--- config.mk ---
export PLATFORM = sky130hd
export DESIGN_NAME = id_ex_stage_reg
export DESIGN_NICKNAME = d
export VERILOG_FILES = /design/src/rtl/id_ex_stage_reg.sv
export SDC_FILE = /design/constraint.sdc
export NUM_CORES = 1
export LEC_CHECK = 0
export ABC_AREA = 1
export CORE_ASPECT_RATIO = 0.8
export CORE_MARGIN = 2
export CORE_UTILIZATION = 39
export CTS_CLUSTER_SIZE = 14
export DETAILED_ROUTE_END_ITERATION = 10
export PLACE_DENSITY = 0.89
export SLEW_MARGIN = 0
export SYNTH_ARGS = -nofsm -noshare
export SYNTH_HDL_FRONTEND = slang
export SYNTH_SLANG_ARGS = --single-unit
export TNS_END_PERCENT = 1
--- constraint.sdc ---
create_clock -name clk -period 6.62 [get_ports clk]
set_input_delay 0.993 -clock clk [delete_from_list [all_inputs] [get_ports clk]]
set_output_delay 0.993 -clock clk [all_outputs]
set_load 0.01 [all_outputs]
--- src/rtl/id_ex_stage_reg.sv ---
// ---------------------------------------------------------------------------
// id_ex_stage_reg
//
// ID/EX pipeline register. It captures the control bundles produced by the
// ID-stage control unit, together with the ID-stage operands and register
// specifiers, and presents them to the EX stage. It also breaks the EX
// bundle into named control lines for the ALU path.
//
// The block detects load-use hazards against the instruction it currently
// holds. When a hazard is found it freezes the front end through stall_out
// and loads a bubble into the slot. A branch-taken flush from MEM empties
// the slot and takes priority over the hazard.
//
// Parameters:
//   DW - data path width for npc, read data and immediate
//   CW - width of the saturating bubble counter
//
// Ports:
//   clk, rst            - rising-edge clock, asynchronous active-high reset
//   wb_in  [1:0]        - {RegWrite, MemtoReg}
//   m_in   [2:0]        - {Branch, MemRead, MemWrite}
//   ex_in  [3:0]        - {RegDst, ALUOp[1:0], ALUSrc}
//   npc_in, rd1_in, rd2_in, imm_in [DW-1:0] - ID-stage operands
//   rs_in, rt_in, rd_in [4:0]               - ID-stage register specifiers
//   flush               - branch-taken flush from the MEM stage
//   wb_out, m_out, ex_out                   - registered bundles
//   npc_out, rd1_out, rd2_out, imm_out      - registered operands
//   rs_out, rt_out, rd_out                  - registered specifiers
//   reg_dst, alu_op, alu_src                - decoded from ex_out
//   valid_out           - slot holds a real instruction (not a bubble)
//   stall_out           - combinational; freezes the PC and IF/ID
//   stall_cnt [CW-1:0]  - saturating count of hazard bubbles
// ---------------------------------------------------------------------------
module id_ex_stage_reg #(
    parameter int DW = 32,
    parameter int CW = 16
) (
    input  logic          clk,
    input  logic          rst,

    input  logic [1:0]    wb_in,
    input  logic [2:0]    m_in,
    input  logic [3:0]    ex_in,
    input  logic [DW-1:0] npc_in,
    input  logic [DW-1:0] rd1_in,
    input  logic [DW-1:0] rd2_in,
    input  logic [DW-1:0] imm_in,
    input  logic [4:0]    rs_in,
    input  logic [4:0]    rt_in,
    input  logic [4:0]    rd_in,
    input  logic          flush,

    output logic [1:0]    wb_out,
    output logic [2:0]    m_out,
    output logic [3:0]    ex_out,
    output logic [DW-1:0] npc_out,
    output logic [DW-1:0] rd1_out,
    output logic [DW-1:0] rd2_out,
    output logic [DW-1:0] imm_out,
    output logic [4:0]    rs_out,
    output logic [4:0]    rt_out,
    output logic [4:0]    rd_out,
    output logic          reg_dst,
    output logic          alu_src,
    output logic [1:0]    alu_op,
    output logic          valid_out,
    output logic          stall_out,
    output logic [CW-1:0] stall_cnt
);

    // Bit positions inside the bundles
    localparam int EX_REG_DST  = 3;
    localparam int EX_ALU_OP_H = 2;
    localparam int EX_ALU_OP_L = 1;
    localparam int EX_ALU_SRC  = 0;
    localparam int M_MEM_READ  = 1;

    localparam logic [CW-1:0] CNT_MAX = {CW{1'b1}};

    // -----------------------------------------------------------------------
    // Registered state
    // -----------------------------------------------------------------------
    logic [1:0]    wb_q,    wb_d;
    logic [2:0]    m_q,     m_d;
    logic [3:0]    ex_q,    ex_d;
    logic [DW-1:0] npc_q,   npc_d;
    logic [DW-1:0] rd1_q,   rd1_d;
    logic [DW-1:0] rd2_q,   rd2_d;
    logic [DW-1:0] imm_q,   imm_d;
    logic [4:0]    rs_q,    rs_d;
    logic [4:0]    rt_q,    rt_d;
    logic [4:0]    rd_q,    rd_d;
    logic          valid_q, valid_d;
    logic [CW-1:0] cnt_q,   cnt_d;

    logic          haz;

    // Load-use hazard: the held instruction is a real load whose destination
    // (rt) is read by the instruction now in ID. $0 is hardwired to zero, so
    // a load targeting it cannot create a dependency.
    always_comb begin
        haz = valid_q
            & m_q[M_MEM_READ]
            & (rt_q != 5'd0)
            & ((rt_q == rs_in) | (rt_q == rt_in));
    end

    // A flush discards the instruction in ID anyway, so there is nothing to
    // hold back and the front end must keep moving.
    assign stall_out = haz & ~flush;

    // Next-state selection. Flush wins over the hazard; a hazard inserts a
    // bubble (control cleared, operands still captured so the slot contents
    // stay deterministic) and bumps the saturating counter.
    always_comb begin
        wb_d    = wb_in;
        m_d     = m_in;
        ex_d    = ex_in;
        npc_d   = npc_in;
        rd1_d   = rd1_in;
        rd2_d   = rd2_in;
        imm_d   = imm_in;
        rs_d    = rs_in;
        rt_d    = rt_in;
        rd_d    = rd_in;
        valid_d = 1'b1;
        cnt_d   = cnt_q;

        if (flush) begin
            wb_d    = '0;
            m_d     = '0;
            ex_d    = '0;
            npc_d   = '0;
            rd1_d   = '0;
            rd2_d   = '0;
            imm_d   = '0;
            rs_d    = '0;
            rt_d    = '0;
            rd_d    = '0;
            valid_d = 1'b0;
        end else if (haz) begin
            wb_d    = '0;
            m_d     = '0;
            ex_d    = '0;
            valid_d = 1'b0;
            if (cnt_q != CNT_MAX) begin
                cnt_d = cnt_q + 1'b1;
            end
        end
    end

    // Pipeline register with asynchronous clear of every field.
    always_ff @(posedge clk or posedge rst) begin
        if (rst) begin
            wb_q    <= '0;
            m_q     <= '0;
            ex_q    <= '0;
            npc_q   <= '0;
            rd1_q   <= '0;
            rd2_q   <= '0;
            imm_q   <= '0;
            rs_q    <= '0;
            rt_q    <= '0;
            rd_q    <= '0;
            valid_q <= 1'b0;
            cnt_q   <= '0;
        end else begin
            wb_q    <= wb_d;
            m_q     <= m_d;
            ex_q    <= ex_d;
            npc_q   <= npc_d;
            rd1_q   <= rd1_d;
            rd2_q   <= rd2_d;
            imm_q   <= imm_d;
            rs_q    <= rs_d;
            rt_q    <= rt_d;
            rd_q    <= rd_d;
            valid_q <= valid_d;
            cnt_q   <= cnt_d;
        end
    end

    // -----------------------------------------------------------------------
    // Outputs
    // -----------------------------------------------------------------------
    assign wb_out    = wb_q;
    assign m_out     = m_q;
    assign ex_out    = ex_q;
    assign npc_out   = npc_q;
    assign rd1_out   = rd1_q;
    assign rd2_out   = rd2_q;
    assign imm_out   = imm_q;
    assign rs_out    = rs_q;
    assign rt_out    = rt_q;
    assign rd_out    = rd_q;
    assign valid_out = valid_q;
    assign stall_cnt = cnt_q;

    assign reg_dst = ex_q[EX_REG_DST];
    assign alu_op  = ex_q[EX_ALU_OP_H:EX_ALU_OP_L];
    assign alu_src = ex_q[EX_ALU_SRC];

endmodule

==> flow_summary.ini, run 1 <==
[critical_path]
cp_slowest_stage_delay_ns = 0.52
arrival_ns = 2.66
cp-start-kind = input pin
cp_cell_sequence = clkdlybuf4s50_1, inv_1, nand2_1, nand2_1, nor2_1, nand3_1, nand2_1, nand3_2, inv_1, clkdlybuf4s50_1
cp_top_family = buffers and inverters
cp.required_ns = 5.63
critPathKind = in2out
cp_max_fo = 3
crit_path_frequent_cell = nand2_1
worst-path-buf-inv = 4
crit_path_end_kind = output port
critPathSlowestCell = clkdlybuf4s50_1

[clocking]
ctsHtreeMaxLevel = 4
clockBufferDepth = 2
clock_sinks = 169
clk_pin_slew_ns = 0.06
holdBufCountCts = 0
cts_setup_buffers = 0
cts-buffers-inserted = 17
cts_tree = built
cts_root_buf = clkbuf_16
insertion_delay_ns = 0.41
cts_resized = 0

[power]
vdd_ir_drop_max_mv = 0.168
powerDensity_nw_per_um2 = 237
combPwrFrac = 0.130
sw_frac_of_total = 0.228
clkPwrFrac = 0.420
switchingPower_mw = 0.556
p_leak_nw = 5.24
p_int_mw = 1.89
seqPwrFrac = 0.450

[routing]
wl_per_cell_um = 13.9
via_per_inst = 4.17
drtIter0Drc = 172
drt_pass1_iterations = 4
drc = 0
ant_nets = 0
dr_total_vias = 5051
totalWireLength_um = 16800

[final_layout]
fin_cells = 1211
layout-drive-gt1-share = 0.0462
syn_to_final_growth_pct = 65.2
nets = 1139
fin_area_um2 = 10300
antenna_cells = 0

[hold_path]
hold_path_class = reg2reg

[yosys]
postSynth.asyncResetShare = 1.00
synthTopCellsByArea = dfrtp_1, inv_1, nor2_1
yosysWarnings = 0
yosysMostFrequentCell = inv_1
yosys.area.top_type = dfrtp_1
netlist_area_um2 = 6250
ys_seq_elements = 169
synth_top_area_frac = 0.676
seq_area_frac_synth = 0.676
synth-edff-count = 0
syn_nets = 812
synth_cell_types = 21
synth_cells = 656
syn_area_per_cell_um2 = 9.53
synth_common_cells = inv_1, dfrtp_1, nor2_1
synth_ff_type = dfrtp_1

[global_route]
grt_pass1_vias = 4951
grt_max_degree = 110
grt_overflow = 0
groute.usage.overall = 0.195
grt_pass1_wl_um = 25500
antenna_found_initial = 0

[placed_design]
dp_hpwl_um = 12500
pre_cts_slack_ns = 2.96
finalWeightedCongestion = 0.825
io_buffers = 328
dpl.cell_count = 1179
place_area_um2 = 9710

[floorplan]
core-area_um2 = 15700
fp.dieH_um = 117
start_util = 0.397
fp-row-count = 41
pin_count = 329
dieArea_um2 = 17100
die_width_um = 146

[sta]
tns_ns = 0
holdWs_ns = 0.527
relSlewSlack = 0.355
clock_skew_ns = 0.00520
rsz0062_at_grt = no
setup_ws_ns = 2.96
fin_crit_sh = 0.552
slew_violations = 0
tightest_slew_ns = 0.968
layout_min_cycle_time_ns = 3.66
setup_viol = 0
hold_violations = 0
fmax_mhz = 274

[outcome]
status = finished, final reports clean

[flow_run]
maxCapViolCount = 0
==> path summary, 6_finish.rpt <==
path	from	to	slack [ns]	depth (start not counted)
setup / recovery	rt_in[3]	stall_out	2.96	10
hold / removal	stall_cnt[8]	stall_cnt[8]	0.53	2
setup reg to reg	stall_cnt[0]	stall_cnt[6]	4.76	7
hold reg to reg	stall_cnt[8]	stall_cnt[8]	0.53	2
max in group asynchronous	rst	rd1_out[22]	4.19	3
min in group asynchronous	rst	rd1_out[19]	1.15	2
==> layer usage <==
metal | global-route usage | part of all wire | vias up
met5 | 0 | 0 | -
li1 | - | - | 2480
met3 | 0.0729 | 0.083 | 26
met2 | 0.350 | 0.53 | 202
met4 | 0.0614 | 0.018 | 0
met1 | 0.219 | 0.37 | 2343
==> metrics by stage <==
stage / utilization / power [mW]
after global routing: 0.656 / 2.55
after floorplan: - / 1.22
after CTS: 0.656 / 2.47
after global placement: 0.617 / 1.43
after detailed placement: 0.617 / 1.44
final: 0.656 / 2.44
==> cells in the final DEF (no fill, tap or decap), drive strengths merged <==
cell type      netlist  routed
buf                  6       3
bufinv               0       3
clkbuf              16      20
clkdlybuf4s50        0     327
clkinv               1       4
clkinvlp             0       2
dfrtp              169     169
ha                   1       1
inv                174     178
nand2               83      83
nand3               12      12
nand4                4       4
nor2               166     166
nor3                 7       7
nor3b                1       1
xnor2                6       6
xor2                10      10
==> registers in the layout, indices dropped and copies added (netlist names), 2 cells and up <==
signal	flops
rs_out	5
npc_out	32
imm_out	32
rd1_out	32
stall_cnt	16
wb_out	2
rd_out	5
ex_out	4
m_out	3
rt_out	5
rd2_out	32
==> area by class of cell <==
class	instances	area, um^2
fillers	1211	5420
flip-flops and latches	169	4230
repair buffers	330	3300
multi-input cells	290	1250
inverters	175	662
clock buffers	20	457
well taps	215	269
clock inverters	12	163
==> power by group through the flow <==
stage                     clock [mW]  sequential [mW]  combinational, mW
after global placement             0             1.12              0.316
final                           1.03             1.10              0.318
after CTS                       1.05             1.10              0.323
after detailed placement           0             1.12              0.321
after floorplan                    0             1.14             0.0759
after global routing            1.10             1.10              0.346
==> kinds of logic (layout without fill, tap and decap cells) <==
| logic type | Yosys count | count (layout) | share of synthesized area |
|---|---|---|---|
| DFF | 169 | 169 | 0.676 |
| and+or+nand+nor | 273 | 273 | 0.176 |
| xor gates and xnor gates | 16 | 16 | 0.0224 |
| buffers and inverters | 197 | 537 | 0.123 |
| adders and majority gates | 1 | 1 | 0.00200 |
==> worst reg2reg max path, cell delays in order, from the launching register on <==
cell	delay, ns
dfrtp_1	0.43
ha_1	0.28
nand3_2	0.15
nor2_4	0.06
nand4_1	0.15
nand4_2	0.41
nand2_1	0.19
nand2_1	0.07
Note: power is estimated with default switching activity, not from simulation.
==> run 2: changes to the inputs <==
clock period = 3.4 ns   (was 6.62 ns; I/O delays follow)
==> flow_summary.ini, run 2 (synthesis gave the netlist of run 1 again) <==
[sta]
layout_min_cycle_time_ns = 2.74
relSlewSlack = 0.438
fmax_mhz = 365
slew_violations = 0
rsz0062_at_grt = no
fin_crit_sh = 0.806
setup_ws_ns = 0.660
clock_skew_ns = 0.00730
tns_ns = 0
hold_violations = 0
tightest_slew_ns = 0.843
setup_viol = 0

[placed_design]
io_buffers = 328
pre_cts_slack_ns = 0.655
finalWeightedCongestion = 0.872
dp_hpwl_um = 13300

[floorplan]
fp.dieH_um = 117
pin_count = 329
fp-row-count = 41
die_width_um = 146
dieArea_um2 = 17100
start_util = 0.397
core-area_um2 = 15700

[critical_path]
cp_slowest_stage_delay_ns = 0.52
cp-start-kind = input pin
critPathKind = in2out
worst-path-buf-inv = 4
cp_max_fo = 3
crit_path_end_kind = output port
cp_top_family = buffers and inverters
arrival_ns = 2.23
cp.required_ns = 2.89
critPathSlowestCell = clkdlybuf4s50_1
cp_cell_sequence = clkdlybuf4s50_1, nand2_1, inv_1, nor2_1, nor2_1, nand3_1, nand2_1, nand3_2, inv_1, clkdlybuf4s50_1

[clocking]
cts_resized = 0
cts_setup_buffers = 0
cts_root_buf = clkbuf_16
clk_pin_slew_ns = 0.06
cts-buffers-inserted = 17
ctsHtreeMaxLevel = 4
cts_tree = built
holdBufCountCts = 0
clockBufferDepth = 2
clock_sinks = 169
insertion_delay_ns = 0.41

[routing]
via_per_inst = 4.26
totalWireLength_um = 17400
dr_total_vias = 5171
drc = 0
drtIter0Drc = 261
ant_nets = 0
wl_per_cell_um = 14.3
drt_pass1_iterations = 4

[global_route]
grt_pass1_wl_um = 27000
antenna_found_initial = 0
grt_overflow = 0
grt_pass1_vias = 5233
grt_max_degree = 91
groute.usage.overall = 0.207

[final_layout]
antenna_cells = 0
final_cell_mix = clkdlybuf4s50_1, inv_1, dfrtp_1
nets = 1142
layout-drive-gt1-share = 0.0481
syn_to_final_growth_pct = 64.8
fillers = 1168
final_common_cell = clkdlybuf4s50_1

[hold_path]
hold_path_class = in2async

[outcome]
status = finished, final reports clean

[power]
vdd_ir_drop_max_mv = 0.331
p_leak_nw = 5.23
powerDensity_nw_per_um2 = 446
p_total_mw = 4.59

[flow_run]
maxCapViolCount = 0
run 2: layer usage:
metal  track usage  up-vias  wire [um]
met1         0.223     2462       6290
met3        0.0814       23       1480
met2         0.377      202       9340
li1              -     2484          -
met4        0.0771        0        269
met5             0        -          0
run 2: through the flow:
step                hold slack (ns)  area [um^2]  utilization  cells
finish                        0.543        10300        0.654   1213
CTS                           0.541        10300        0.654   1213
global route                  0.565        10300        0.654   1213
global placement              0.496         9740        0.619   1182
floorplan                     0.530         6260            -    656
detailed placement            0.539         9740        0.619   1182
run 2: worst register-to-register path, cell delays in order (launching register included):
cell and delay [ns]:
dfrtp_1 0.45, ha_1 0.28, nand3_2 0.14, nor2_4 0.06, nand4_1 0.15, nand4_2 0.40
nand2_1 0.18, nand2_1 0.07
run 2: layout make-up:
cell class | instances | area [um^2] | share of cell area
flip-flops and latches | 169 | 4230 | 0.410
multi-input cells | 290 | 1250 | 0.122
well taps | 215 | 269 | 0.0261
clock inverters | 12 | 116 | 0.0113
clock buffers | 19 | 443 | 0.0430
inverters | 175 | 661 | 0.0641
repair buffers | 333 | 3330 | 0.323
run 2: power by group:
group          switching [mW]  internal (mW)
sequential             0.0358           2.11
clock                   0.794           1.03
combinational           0.260          0.365
total                    1.09           3.50
run 2: path summary, 6_finish.rpt:
check	cells after the start	slack, ns	startpoint	end
max in group asynchronous	3	2.00	rst	npc_out[19]
worst max-delay path	10	0.66	rt_in[0]	stall_out
worst min-delay path	2	0.54	rst	stall_cnt[2]
worst max register to register	7	1.57	stall_cnt[0]	stall_cnt[9]
worst min register to register	2	0.55	stall_cnt[8]	stall_cnt[8]
min in group clk	2	0.55	stall_cnt[8]	stall_cnt[8]
==> run 3: changes to the inputs <==
clock period = 2.8 ns   (was 3.4 ns; I/O delays follow)
==> flow_summary.ini, run 3 (synthesis gave the netlist of run 1 again) <==
[global_route]
grt_max_degree = 144
grt_pass1_wl_um = 27000
groute.usage.overall = 0.206
antenna_found_initial = 0
grt_pass1_vias = 5386
grt_overflow = 0

[critical_path]
critPathKind = in2out
cp.required_ns = 2.38
r2r_cells = 7
cp-start-kind = input pin
arrival_ns = 2.14
cp_max_fo = 3
crit_path_end_kind = output port
rrSetupSlack_ns = 0.97
r2r_start = stall_cnt[0]
cp-startpoint = rs_in[4]
crit_end = stall_out
reg2reg_to = stall_cnt[13]

[placed_design]
finalWeightedCongestion = 0.890
place_area_um2 = 9780
pre_cts_slack_ns = 0.209
dpl.cell_count = 1184
dp_hpwl_um = 13000
io_buffers = 328

[sta]
setup_ws_ns = 0.236
tightest_slew_ns = 0.693
rsz0062_at_grt = no
tns_ns = 0
clock_skew_ns = 0.0112
layout_min_cycle_time_ns = 2.56
holdWs_ns = 0.389
slew_violations = 0
hold_violations = 0
relSlewSlack = 0.538
setup_viol = 0
fin_crit_sh = 0.916
fmax_mhz = 390

[power]
vdd_ir_drop_max_mv = 0.425
p_leak_nw = 5.25
p_total_mw = 5.58
powerDensity_nw_per_um2 = 540

[routing]
via_per_inst = 4.19
drc = 0
dr_total_vias = 5091
wl_per_cell_um = 14.0
totalWireLength_um = 17000
drtIter0Drc = 232
ant_nets = 0
drt_pass1_iterations = 4

[clocking]
cts_tree = built
cts_setup_buffers = 0
cts-buffers-inserted = 17
ctsHtreeMaxLevel = 4
clk_pin_slew_ns = 0.07
clockBufferDepth = 2
holdBufCountCts = 0
insertion_delay_ns = 0.41
cts_root_buf = clkbuf_16
cts_resized = 0
clock_sinks = 169

[hold_path]
hold_path_class = in2async

[floorplan]
dieArea_um2 = 17100
fp.dieH_um = 117
die_width_um = 146
fp-row-count = 41
start_util = 0.397
core-area_um2 = 15700
pin_count = 329

[final_layout]
fin_cells = 1214
layout-drive-gt1-share = 0.0480
antenna_cells = 0
fillers = 1198
fin_area_um2 = 10300
nets = 1144
finalCoreUtilization = 0.656
final_common_cell = clkdlybuf4s50_1
final_cell_mix = clkdlybuf4s50_1, inv_1, dfrtp_1
syn_to_final_growth_pct = 65.4

[flow_run]
maxCapViolCount = 0

[outcome]
status = finished, final reports clean
run 3: area by class of cell:
type | instances | area, um^2 | share of cell area
Sequential cell | 169 | 4230 | 0.409
Timing Repair Buffer | 335 | 3370 | 0.326
Clock inverter | 11 | 123 | 0.0119
Clock buffer | 19 | 433 | 0.0419
Inverter | 175 | 661 | 0.0639
Multi-Input combinational cell | 290 | 1250 | 0.121
Tap cell | 215 | 269 | 0.0260
run 3: worst max-delay path, stage by stage:
cell,delay (ns)
clkdlybuf4s50_1,0.48
inv_1,0.07
nand2_1,0.06
nand2_1,0.05
nor2_1,0.11
nand3_1,0.08
nand2_1,0.14
nand3_2,0.12
inv_1,0.08
clkdlybuf4s50_1,0.53
run 3: report_power, final:
group / internal [mW] / total (mW) / switching [mW]
Clock: 1.30 / 2.22 / 0.917
Sequential: 2.56 / 2.60 / 0.0428
Combinational: 0.449 / 0.763 / 0.314
run 3: how the worst min path moves through the flow:
stage	startpoint	to	slack [ns]	depth (start not counted)
floorplan	imm_in[0]	imm_out[0]	0.52	2
global placement	stall_cnt[8]	stall_cnt[8]	0.50	2
detailed placement	stall_cnt[8]	stall_cnt[8]	0.52	2
CTS	rst	rd2_out[5]	0.39	2
global route	rst	rd2_out[5]	0.41	2
finish	rst	rd2_out[5]	0.39	2
run 3: metal layers:
layer | global-route usage | routed length, um
met1 | 0.217 | 6150
met2 | 0.380 | 9150
met5 | 0 | 0
met4 | 0.0771 | 238
met3 | 0.0798 | 1480
